[src/rtl/cpu_run_controller.sv]
// Run sequencer for the 5-stage CPU: holds it in reset, runs it until the halt word or a
// timeout, drains the pipeline, then streams data memory out over a valid/ready port.
module cpu_run_controller #(
   parameter logic [31:0] HALT_WORD    = 32'hFFFF_FFFF,
   parameter int unsigned DRAIN_CYCLES = 4,
   parameter int unsigned MEM_DEPTH    = 512,
   parameter int unsigned ADDR_W       = 9,
   parameter int unsigned CNT_W        = 32,
   parameter int unsigned MAX_CYCLES   = 100000
) (
   input  logic              CLOCK,
   input  logic              RESET,
   input  logic              start,
   input  logic [31:0]       inst_f,
   input  logic              stall_in,
   output logic              cpu_rst,
   output logic              cpu_en,
   output logic              fetch_kill,
   output logic [ADDR_W-1:0] dump_addr,
   input  logic [31:0]       dump_rd_data,
   output logic [31:0]       out_data,
   output logic              out_valid,
   input  logic              out_ready,
   output logic              busy,
   output logic              done,
   output logic              timeout,
   output logic [CNT_W-1:0]  cycle_count
);

   typedef enum logic [2:0] {
      S_IDLE,
      S_CRST,
      S_RUN,
      S_DRAIN,
      S_DFETCH,
      S_DSEND,
      S_DONE
   } state_t;

   localparam int unsigned       DRN_W      = (DRAIN_CYCLES < 2) ? 1 : $clog2(DRAIN_CYCLES + 1);
   localparam logic [DRN_W-1:0]  DRAIN_LOAD = DRN_W'(DRAIN_CYCLES);
   localparam logic [ADDR_W-1:0] ADDR_LAST  = ADDR_W'(MEM_DEPTH - 1);
   localparam logic [CNT_W-1:0]  CNT_LAST   = CNT_W'(MAX_CYCLES - 1);

   state_t            state_q, state_d;
   logic [DRN_W-1:0]  drain_q, drain_d;
   logic [ADDR_W-1:0] addr_q,  addr_d;
   logic [31:0]       data_q,  data_d;
   logic [CNT_W-1:0]  cnt_q,   cnt_d;
   logic              tmo_q,   tmo_d;
   logic              halt_hit;

   // A halt word held in IF by a hazard stall is not yet a committed fetch.
   assign halt_hit = (inst_f == HALT_WORD) && !stall_in;

   always_comb begin
      state_d    = state_q;
      drain_d    = drain_q;
      addr_d     = addr_q;
      data_d     = data_q;
      cnt_d      = cnt_q;
      tmo_d      = tmo_q;
      cpu_rst    = 1'b0;
      cpu_en     = 1'b0;
      fetch_kill = 1'b0;
      out_valid  = 1'b0;
      busy       = 1'b1;
      done       = 1'b0;
      case (state_q)
         S_IDLE: begin
            cpu_rst = 1'b1;
            busy    = 1'b0;
            if (start) state_d = S_CRST;
         end
         S_CRST: begin
            cpu_rst = 1'b1;
            cnt_d   = '0;
            tmo_d   = 1'b0;
            addr_d  = '0;
            state_d = S_RUN;
         end
         S_RUN: begin
            cpu_en = 1'b1;
            cnt_d  = cnt_q + CNT_W'(1);
            // Halt wins over timeout so a run finishing on its last allowed cycle is clean.
            if (halt_hit) begin
               fetch_kill = 1'b1;
               drain_d    = DRAIN_LOAD;
               state_d    = S_DRAIN;
            end else if (cnt_q == CNT_LAST) begin
               tmo_d   = 1'b1;
               drain_d = DRAIN_LOAD;
               state_d = S_DRAIN;
            end
         end
         S_DRAIN: begin
            cpu_en     = 1'b1;
            fetch_kill = 1'b1;
            cnt_d      = cnt_q + CNT_W'(1);
            if (!stall_in) begin
               drain_d = drain_q - DRN_W'(1);
               if (drain_q == DRN_W'(1)) state_d = S_DFETCH;
            end
         end
         S_DFETCH: begin
            data_d  = dump_rd_data;
            state_d = S_DSEND;
         end
         S_DSEND: begin
            out_valid = 1'b1;
            if (out_ready) begin
               if (addr_q == ADDR_LAST) begin
                  state_d = S_DONE;
               end else begin
                  addr_d  = addr_q + ADDR_W'(1);
                  state_d = S_DFETCH;
               end
            end
         end
         S_DONE: begin
            done = 1'b1;
            busy = 1'b0;
            if (start) state_d = S_CRST;
         end
         default: begin
            busy    = 1'b0;
            state_d = S_IDLE;
         end
      endcase
   end

   always_ff @(posedge CLOCK or posedge RESET) begin
      if (RESET) begin
         state_q <= S_IDLE;
         drain_q <= '0;
         addr_q  <= '0;
         data_q  <= '0;
         cnt_q   <= '0;
         tmo_q   <= 1'b0;
      end else begin
         state_q <= state_d;
         drain_q <= drain_d;
         addr_q  <= addr_d;
         data_q  <= data_d;
         cnt_q   <= cnt_d;
         tmo_q   <= tmo_d;
      end
   end

   assign dump_addr   = addr_q;
   assign out_data    = data_q;
   assign cycle_count = cnt_q;
   assign timeout     = tmo_q;

endmodule

[config.mk]
export PLATFORM = sky130hd
export DESIGN_NAME = cpu_run_controller
export DESIGN_NICKNAME = d
export VERILOG_FILES = /design/src/rtl/cpu_run_controller.sv
export SDC_FILE = /design/constraint.sdc
export NUM_CORES = 1
export LEC_CHECK = 0
export CORE_ASPECT_RATIO = 1.4
export CORE_MARGIN = 1.5
export CORE_UTILIZATION = 38
export DETAILED_ROUTE_END_ITERATION = 10
export MAX_ROUTING_LAYER = met4
export PLACE_DENSITY_LB_ADDON = 0.25
export SKIP_LAST_GASP = 1
export SYNTH_ARGS = -nofsm -noshare
export SYNTH_HDL_FRONTEND = slang
export SYNTH_SLANG_ARGS = --single-unit
[constraint.sdc]
create_clock -name CLOCK -period 5.3 [get_ports CLOCK]
set_clock_uncertainty 0.2 [all_clocks]
set_input_delay 0.795 -clock CLOCK [delete_from_list [all_inputs] [get_ports CLOCK]]
set_output_delay 0.795 -clock CLOCK [all_outputs]
set_load 0.02 [all_outputs]
# Word level (Yosys, flattened, before mapping)
# Cells that the tools add are included.
dict set report totals {
  reg_bits 80
  in_bits 69
  output_inout_bits 80
  wordCells 68
}
dict set report op_classes {
  n_addsub 3
  n_eq_ne 18
  muxes 26
  reduce_logical 15
}
# cell n
set ops {}
lappend ops {{$pmux W32 S2} 1}
lappend ops {{$add A32 B1 Y32 const B} 1}
lappend ops {{$eq A32 B17 Y1 const B} 1}
lappend ops {{$eq A32 B32 Y1 const B} 1}
lappend ops {{$mux W3} 9}
lappend ops {{$mux W9} 2}
lappend ops {{$pmux W3 S6} 1}
lappend ops {{$pmux W9 S2} 1}
lappend ops {{$ne A2 B2 Y1 const B} 6}
lappend ops {{$add A9 B1 Y9 const B} 1}
lappend ops {{$eq A3 B3 Y1 const B} 3}
lappend ops {{$eq A9 B9 Y1 const B} 1}
lappend ops {{$reduce_and A3 Y1} 3}
lappend ops {{$mux W1} 8}
lappend ops {{$reduce_bool A2 Y1} 4}
lappend ops {{$eq A3 B1 Y1 const B} 2}
lappend ops {{$eq A3 B2 Y1 const B} 2}
lappend ops {{$pmux W3 S2} 1}
lappend ops {{$reduce_or A2 Y1} 3}
lappend ops {{$reduce_and A5 Y1} 1}
lappend ops {{$reduce_or A5 Y1} 1}
lappend ops {{$pmux W1 S2} 2}
lappend ops {{$logic_not A3 Y1} 1}
lappend ops {{$ne A3 B3 Y1 const B} 1}
lappend ops {{5 further kinds} 5}

# Logic depth before layout (Yosys ltp)
# Gate-level depths: netlist (run 1).
dict set report logic_depth {
  ltp_word 4
  depth_mapped 8
  depth_no_buf 7
}

# Worst setup path after synthesis (run 1)
# No wires, ideal clock.
dict set report synth_timing {
  path_kind {input to output}
  from {input stall_in}
  to {output fetch_kill}
  arrival_ns 1.811
  t_required_ns 4.305
  setup_slack_ns 2.494
  stages 4
  n_path_buf 0
  path_cell_list {nand4b_1 nor4_1 nand4_1 a21oi_1}
}
dict set report synth_via {
  elab_chain_len 4
}
# element line
set synth_rtl {}
lappend synth_rtl {{start, declared} 15} ;# input logic stall_in,
lappend synth_rtl {{$logic_not A1 Y1} -}
lappend synth_rtl {{$logic_and A1 B1 Y1} 54} ;# assign halt_hit = (inst_f == HALT_WORD) && !stall_in;
lappend synth_rtl {{$mux W1} 86} ;# if (halt_hit) begin
lappend synth_rtl {{$pmux W1 S2} 69} ;# case (state_q)
lappend synth_rtl {{end, declared} 18} ;# output logic fetch_kill,
# No other way between the ends.

# Worst setup path after layout (run 1)
# Same ends and word-level chain as after synthesis.

==> impl_metrics.toml, run 1 <==
[place]
dpl.hpwl_mm = 7.61
dpl_cell_area_sq_um = 5560
port_buffers = 148
place.gp.congestion = 0.800

[clock_network]
ctsResizeCount = 0
post_cts_buffers = 0
cts_tree = "yes"
h-tree-depth = 3
clock_path_buffers = 2
numCtsBuffers = 9
cts.clk_slew.worst_paths_ns = 0.06
cts-root-buf = "clkbuf_16"
clk_latency_ns = 0.33
cts-hold-fix-buffers = 0
clock-sinks = 80

[global_route]
antenna_found_initial = 0
globalRouteOverflowTotal = 0
grt_max_degree = 43
grt.total_usage_pct = 20.5
grt_pass1_wl_mm = 16.8
grt_pass1_vias = 3488

[routing]
ant_nets = 0
post_drt_wl_per_cell_um = 16.0
drc_errors = 0
viasPerCell = 5.39
routed_wl_mm = 10.4
drt_pre_antenna_iters = 4
via_count = 3508
drt_iter0_markers = 224

[pwr]
power.density_nw_per_um2 = 232
peakVddDrop_v = 0.000190
p_leak_nw = 2.56

[run_status]
status = "complete, no violations"

[setup_path]
cpMostUsedCell = "clkdlybuf4s50_1"
path_buf_inv = 2
cp.arrival_ns = 2.89
crit_required_ns = 4.30
slowest_stage = "clkdlybuf4s50_1"
start_kind = "primary input"
max_stage_delay_ns = 0.63
worstSetupEndpointType = "output port"
cp_max_fo = 6
crit_chain = "clkdlybuf4s50_1 -> nand4b_1 -> nor4_1 -> nand4_1 -> a21oi_1 -> clkdlybuf4s50_1"
worst-setup-path-type = "in -> out"
ff2ff_setup_slack_ns = 2.81
critPathTopFamily = "buffers and inverters"

[logic_synthesis]
synth-main-ff-cell = "dfrtp_1"
post_synth_num_cell_types = 42
syn_area_sq_um = 3940
yosys_warnings = 0
synth_edf_count = 0
ys_seq_area_share_pct = 50.8
syn_area_per_cell_sq_um = 10.9
synth-seq-cells = 80
syn-num-nets = 437
async_flop_share_pct = 100
postSynthCellCount = 363

[floorplan]
initial_core_util_pct = 39.4
pin_count = 149
core_area_sq_um = 10000
die_y_um = 123
rows = 43
die_w_um = 89.0
dieArea_sq_um = 11000

[layout]
final_nets = 585
final_cell_area_sq_um = 5900
drive_gt1_share_pct = 10.7
areaGrowthSynthToFinish_pct = 49.7
antenna_cells = 0

[timing]
clock.fmax_ghz = 0.258
setup_tns_ns = 0
final.period_utilization_pct = 73.2
worstMarginPinSlew_ns = 0.870
rsz0062_at_grt = "false"
maxSlewHeadroom_pct = 41.9
finalCriticalPeriod_ns = 3.88
drv_slew = 0
setup_viol = 0
hold_violations = 0

[hold_path]
hp-class = "reg -> reg"

[flow_run]
drv_cap = 0
## flip-flops by register name, indices dropped and copies added (netlist names)
register / cells
cycle_count: 32
out_data: 32
timeout: 1
dump_addr: 9
drain_q: 3
state_q: 3
## layout by cell type, fill, tap and decap left out, types with 5 or more instances in the layout
master	n
a21oi_1	8
and4_1	10
clkbuf_16	9
clkdlybuf4s50_1	148
dfrtp_1	80
ha_1	5
inv_1	10
mux2_2	31
mux2i_1	20
nand2_1	39
nand3_1	17
nand4_1	20
nor2_1	20
nor4_1	12
o211ai_1	5
o21ai_0	13
xor2_1	6
## power breakdown
group	internal, mW	switching [mW]
sequential	0.611	0.0000000112
combinational	0.0452	0.0196
clock	0.460	0.234
## area by class of cell
cell class              count  area (sq um)
multi-input cells         256          1830
well taps                 135           169
inverters                  12          45.0
clock inverters             5           105
repair buffers            152          1510
flip-flops and latches     80          2000
fillers                   886          4110
clock buffers              11           233
## worst reg2reg max path: stages (launching register included)
cell     delay, ns
dfrtp_1       0.64
and4b_1       0.41
nand3_1       0.42
nor4_1        0.49
mux2i_1       0.25
## cell usage after synthesis (2+ instances only)
cell type  instances  area, sq um
a21oi_1            8         40.0
a22o_1             2         17.5
a32o_1             3         30.0
and2_1             2         12.5
and3_1             4         25.0
and4_1            10         87.6
buf_2              8         40.0
clkbuf_1           7         26.3
dfrtp_1           80         2000
ha_1               5         62.6
inv_1             11         41.3
mux2_1             2         22.5
mux2_2            31          349
mux2i_1           20          200
nand2_1           39          146
nand2b_1           4         25.0
nand3_1           17         85.1
nand4_1           20          125
nand4_2            2         25.0
nand4b_1           2         17.5
nor2_1            20         75.1
nor3_1             3         15.0
nor3b_1            3         22.5
nor4_1            12         75.1
nor4b_1            2         17.5
nor4bb_1           2         20.0
o211ai_1           5         37.5
o21ai_0           13         65.1
o311ai_0           2         17.5
o311ai_1           2         17.5
o31ai_1            3         22.5
o41ai_1            4         35.0
xor2_1             6         52.6
## stage by stage
step	power [mW]	setup slack, ns	hold slack [ns]	std cells	util (%)
2_1_floorplan	0.633	2.25	0.344	363	-
3_3_place_gp	0.687	1.47	0.273	635	55.6
3_5_place_dp	0.688	1.41	0.288	635	55.6
4_1_cts	1.39	1.39	0.306	651	58.9
5_1_grt	1.42	1.25	0.318	651	58.9
6_report	1.37	1.42	0.304	651	58.9
## logic make-up (layout without fill, tap and decap cells)
| group | after synthesis | after routing | share of synthesized area, % |
|---|---|---|---|
| compound gates | 47 | 47 | 8.20 |
| xor+xnor | 6 | 6 | 1.33 |
| fa+ha+maj | 5 | 5 | 1.59 |
| buf+inv | 27 | 180 | 2.83 |
| flops | 80 | 80 | 50.8 |
| mux | 53 | 53 | 14.5 |
| simple gates | 145 | 145 | 20.7 |
## metal layers
layer	track usage, %	part of all wire [%]	up-vias
met5	-	0	-
met4	8.94	1.9	0
met3	3.87	5.7	14
met2	33.9	53	122
met1	24.3	39	1717
li1	-	-	1655
## final timing paths
check | startpoint | endpoint | cells after the start
worst max-delay path | stall_in | fetch_kill | 6
worst min register to register | out_data[28]$_DFFE_PP0P_ | out_data[28]$_DFFE_PP0P_ | 1
min in group asynchronous | RESET | out_data[17]$_DFFE_PP0P_ | 2
worst min-delay path | out_data[28]$_DFFE_PP0P_ | out_data[28]$_DFFE_PP0P_ | 1
worst max register to register | state_q[1]$_DFFE_PP0P_ | cycle_count[20]$_DFFE_PP0P_ | 4
max in group asynchronous | RESET | cycle_count[26]$_DFFE_PP0P_ | 3
No activity file was read; power rests on OpenSTA's default activity.
==> inputs of run 2 (changes only) <==
==> constraint.sdc (replaced) <==
create_clock -name CLOCK -period 3.2 [get_ports CLOCK]
set_clock_uncertainty 0.2 [all_clocks]
set_input_delay 0.48 -clock CLOCK [delete_from_list [all_inputs] [get_ports CLOCK]]
set_output_delay 0.48 -clock CLOCK [all_outputs]
set_load 0.02 [all_outputs]
==> run 2 against run 1 <==
- combinational power is 74% higher
- power is 56% higher
- sequential cell count stayed put
- first-iteration DRC count is 31% lower
- sequential share of layout area is 0.14 points lower
- global-route usage is 0.21 points lower
- highest routed layer unchanged
- hold slack worse by 0.019 ns
- critical path type is now reg -> out
==> impl_metrics.toml, run 2 (synthesis gave the netlist of run 1 again) <==
[flow_run]
drv_cap = 0

[clock_network]
numCtsBuffers = 9
cts-root-buf = "clkbuf_16"
clock-sinks = 80
cts_tree = "yes"
post_cts_buffers = 0
clk_latency_ns = 0.33
cts-hold-fix-buffers = 0
cts.clk_slew.worst_paths_ns = 0.06
clock_path_buffers = 2
h-tree-depth = 3

[routing]
post_drt_wl_per_cell_um = 16.0
via_count = 3516
drc_errors = 0
drt_iter0_markers = 154
drt_pre_antenna_iters = 5
ant_nets = 0
viasPerCell = 5.37
routed_wl_mm = 10.5

[floorplan]
pin_count = 149
core_area_sq_um = 10000
initial_core_util_pct = 39.4
die_w_um = 89.0
rows = 43
dieArea_sq_um = 11000
die_y_um = 123

[timing]
setup_tns_ns = 0
finalCriticalPeriod_ns = 2.71
worstMarginPinSlew_ns = 0.971
clock.fmax_ghz = 0.369
setup_ws_ns = 0.490
setup_viol = 0
rsz0062_at_grt = "false"
final.period_utilization_pct = 84.7
drv_slew = 0
hold_violations = 0
maxSlewHeadroom_pct = 35.3

[layout]
areaGrowthSynthToFinish_pct = 50.3
final_nets = 591
final_common_cell = "clkdlybuf4s50_1"
drive_gt1_share_pct = 11.9
antenna_cells = 0
mostFrequentLayoutCells = "147 x clkdlybuf4s50_1, 80 x dfrtp_1, 39 x nand2_1, 31 x mux2_2"
final_cell_area_sq_um = 5920

[setup_path]
crit_required_ns = 2.52
crit_chain = "nand2b_1 -> inv_2 -> clkdlybuf4s50_1"
max_stage_delay_ns = 0.64
slowest_stage = "dfrtp_1"
worst-setup-path-type = "reg -> out"
cp_max_fo = 16
start_kind = "register"
worstSetupEndpointType = "output port"
cp.arrival_ns = 2.03

[place]
port_buffers = 148
dpl_cell_area_sq_um = 5620
pre_cts_ws_ns = 0.109
place.gp.congestion = 0.761
dpl.hpwl_mm = 7.82

[global_route]
antenna_found_initial = 0
grt_pass1_wl_mm = 16.6
grt.total_usage_pct = 20.3
grt_pass1_vias = 3503
grt_max_degree = 54
globalRouteOverflowTotal = 0

[pwr]
p_leak_nw = 2.60
peakVddDrop_v = 0.000266
power.density_nw_per_um2 = 362

[hold_path]
hp-class = "reg -> reg"

[run_status]
status = "complete, no violations"
run 2: cell types whose count changed in the layout (fill, tap and decap cells not counted), sizes merged:
cell and change:
clkinv +1, clkinvlp -1, buf +6, clkdlybuf4s50 -1, dlymetal6s2s +1, bufinv -2
run 2: through the flow:
| stage | hold WS [ns] | std cells | total power, mW | utilization [%] |
|---|---|---|---|---|
| 6_report | 0.285 | 655 | 2.14 | 59.2 |
| 5_1_grt | 0.313 | 655 | 2.22 | 59.2 |
| 4_1_cts | 0.286 | 655 | 2.17 | 59.1 |
| 3_5_place_dp | 0.274 | 641 | 1.14 | 56.1 |
| 3_3_place_gp | 0.272 | 641 | 1.14 | 56.1 |
| 2_1_floorplan | 0.344 | 363 | 1.05 | - |
run 2: worst max-delay path, delay by kind of cell, from the launching register on:
family,cells,cell delay (ns)
simple gates,1,0.32
flops,1,0.64
buf+inv,2,0.73
run 2: layout make-up:
cell class	instances	area (sq um)
Timing Repair Buffer	158	1570
Clock inverter	3	42.5
Sequential cell	80	2000
Multi-Input combinational cell	256	1840
Inverter	12	45.0
Fill cell	912	4090
Clock buffer	11	253
Tap cell	135	169
run 2: timing repair:
action                                 in CTS  in global routing
gates resized for setup                     0                  2
endpoints found under the hold margin       0                  0
setup endpoints to repair                   0                  1
run 2: layer usage:
layer	track usage, %	vias up	share of wire (%)
li1	-	1671	-
met1	22.4	1705	39
met2	35.7	127	54
met3	4.81	13	6.0
met4	6.73	0	1.4
met5	-	-	0
run 2: final timing paths:
kind                                                 start                           to  slack (ns)  cells past startpoint
worst max register to register  cycle_count[1]$_DFFE_PP0P_  cycle_count[24]$_DFFE_PP0P_        0.71                      5
worst min-delay path               out_data[1]$_DFFE_PP0P_      out_data[1]$_DFFE_PP0P_        0.29                      1
min in group asynchronous                            RESET     out_data[20]$_DFFE_PP0P_        0.34                      2
worst min register to register     out_data[1]$_DFFE_PP0P_      out_data[1]$_DFFE_PP0P_        0.29                      1
worst max-delay path                state_q[1]$_DFFE_PP0P_                       cpu_en        0.49                      3
max in group asynchronous                            RESET   cycle_count[9]$_DFFE_PP0P_        1.75                      3
run 2: power breakdown:
part           switching (mW)  internal [mW]
registers        0.0000000142           1.01
logic                  0.0350         0.0775
clock network           0.382          0.636
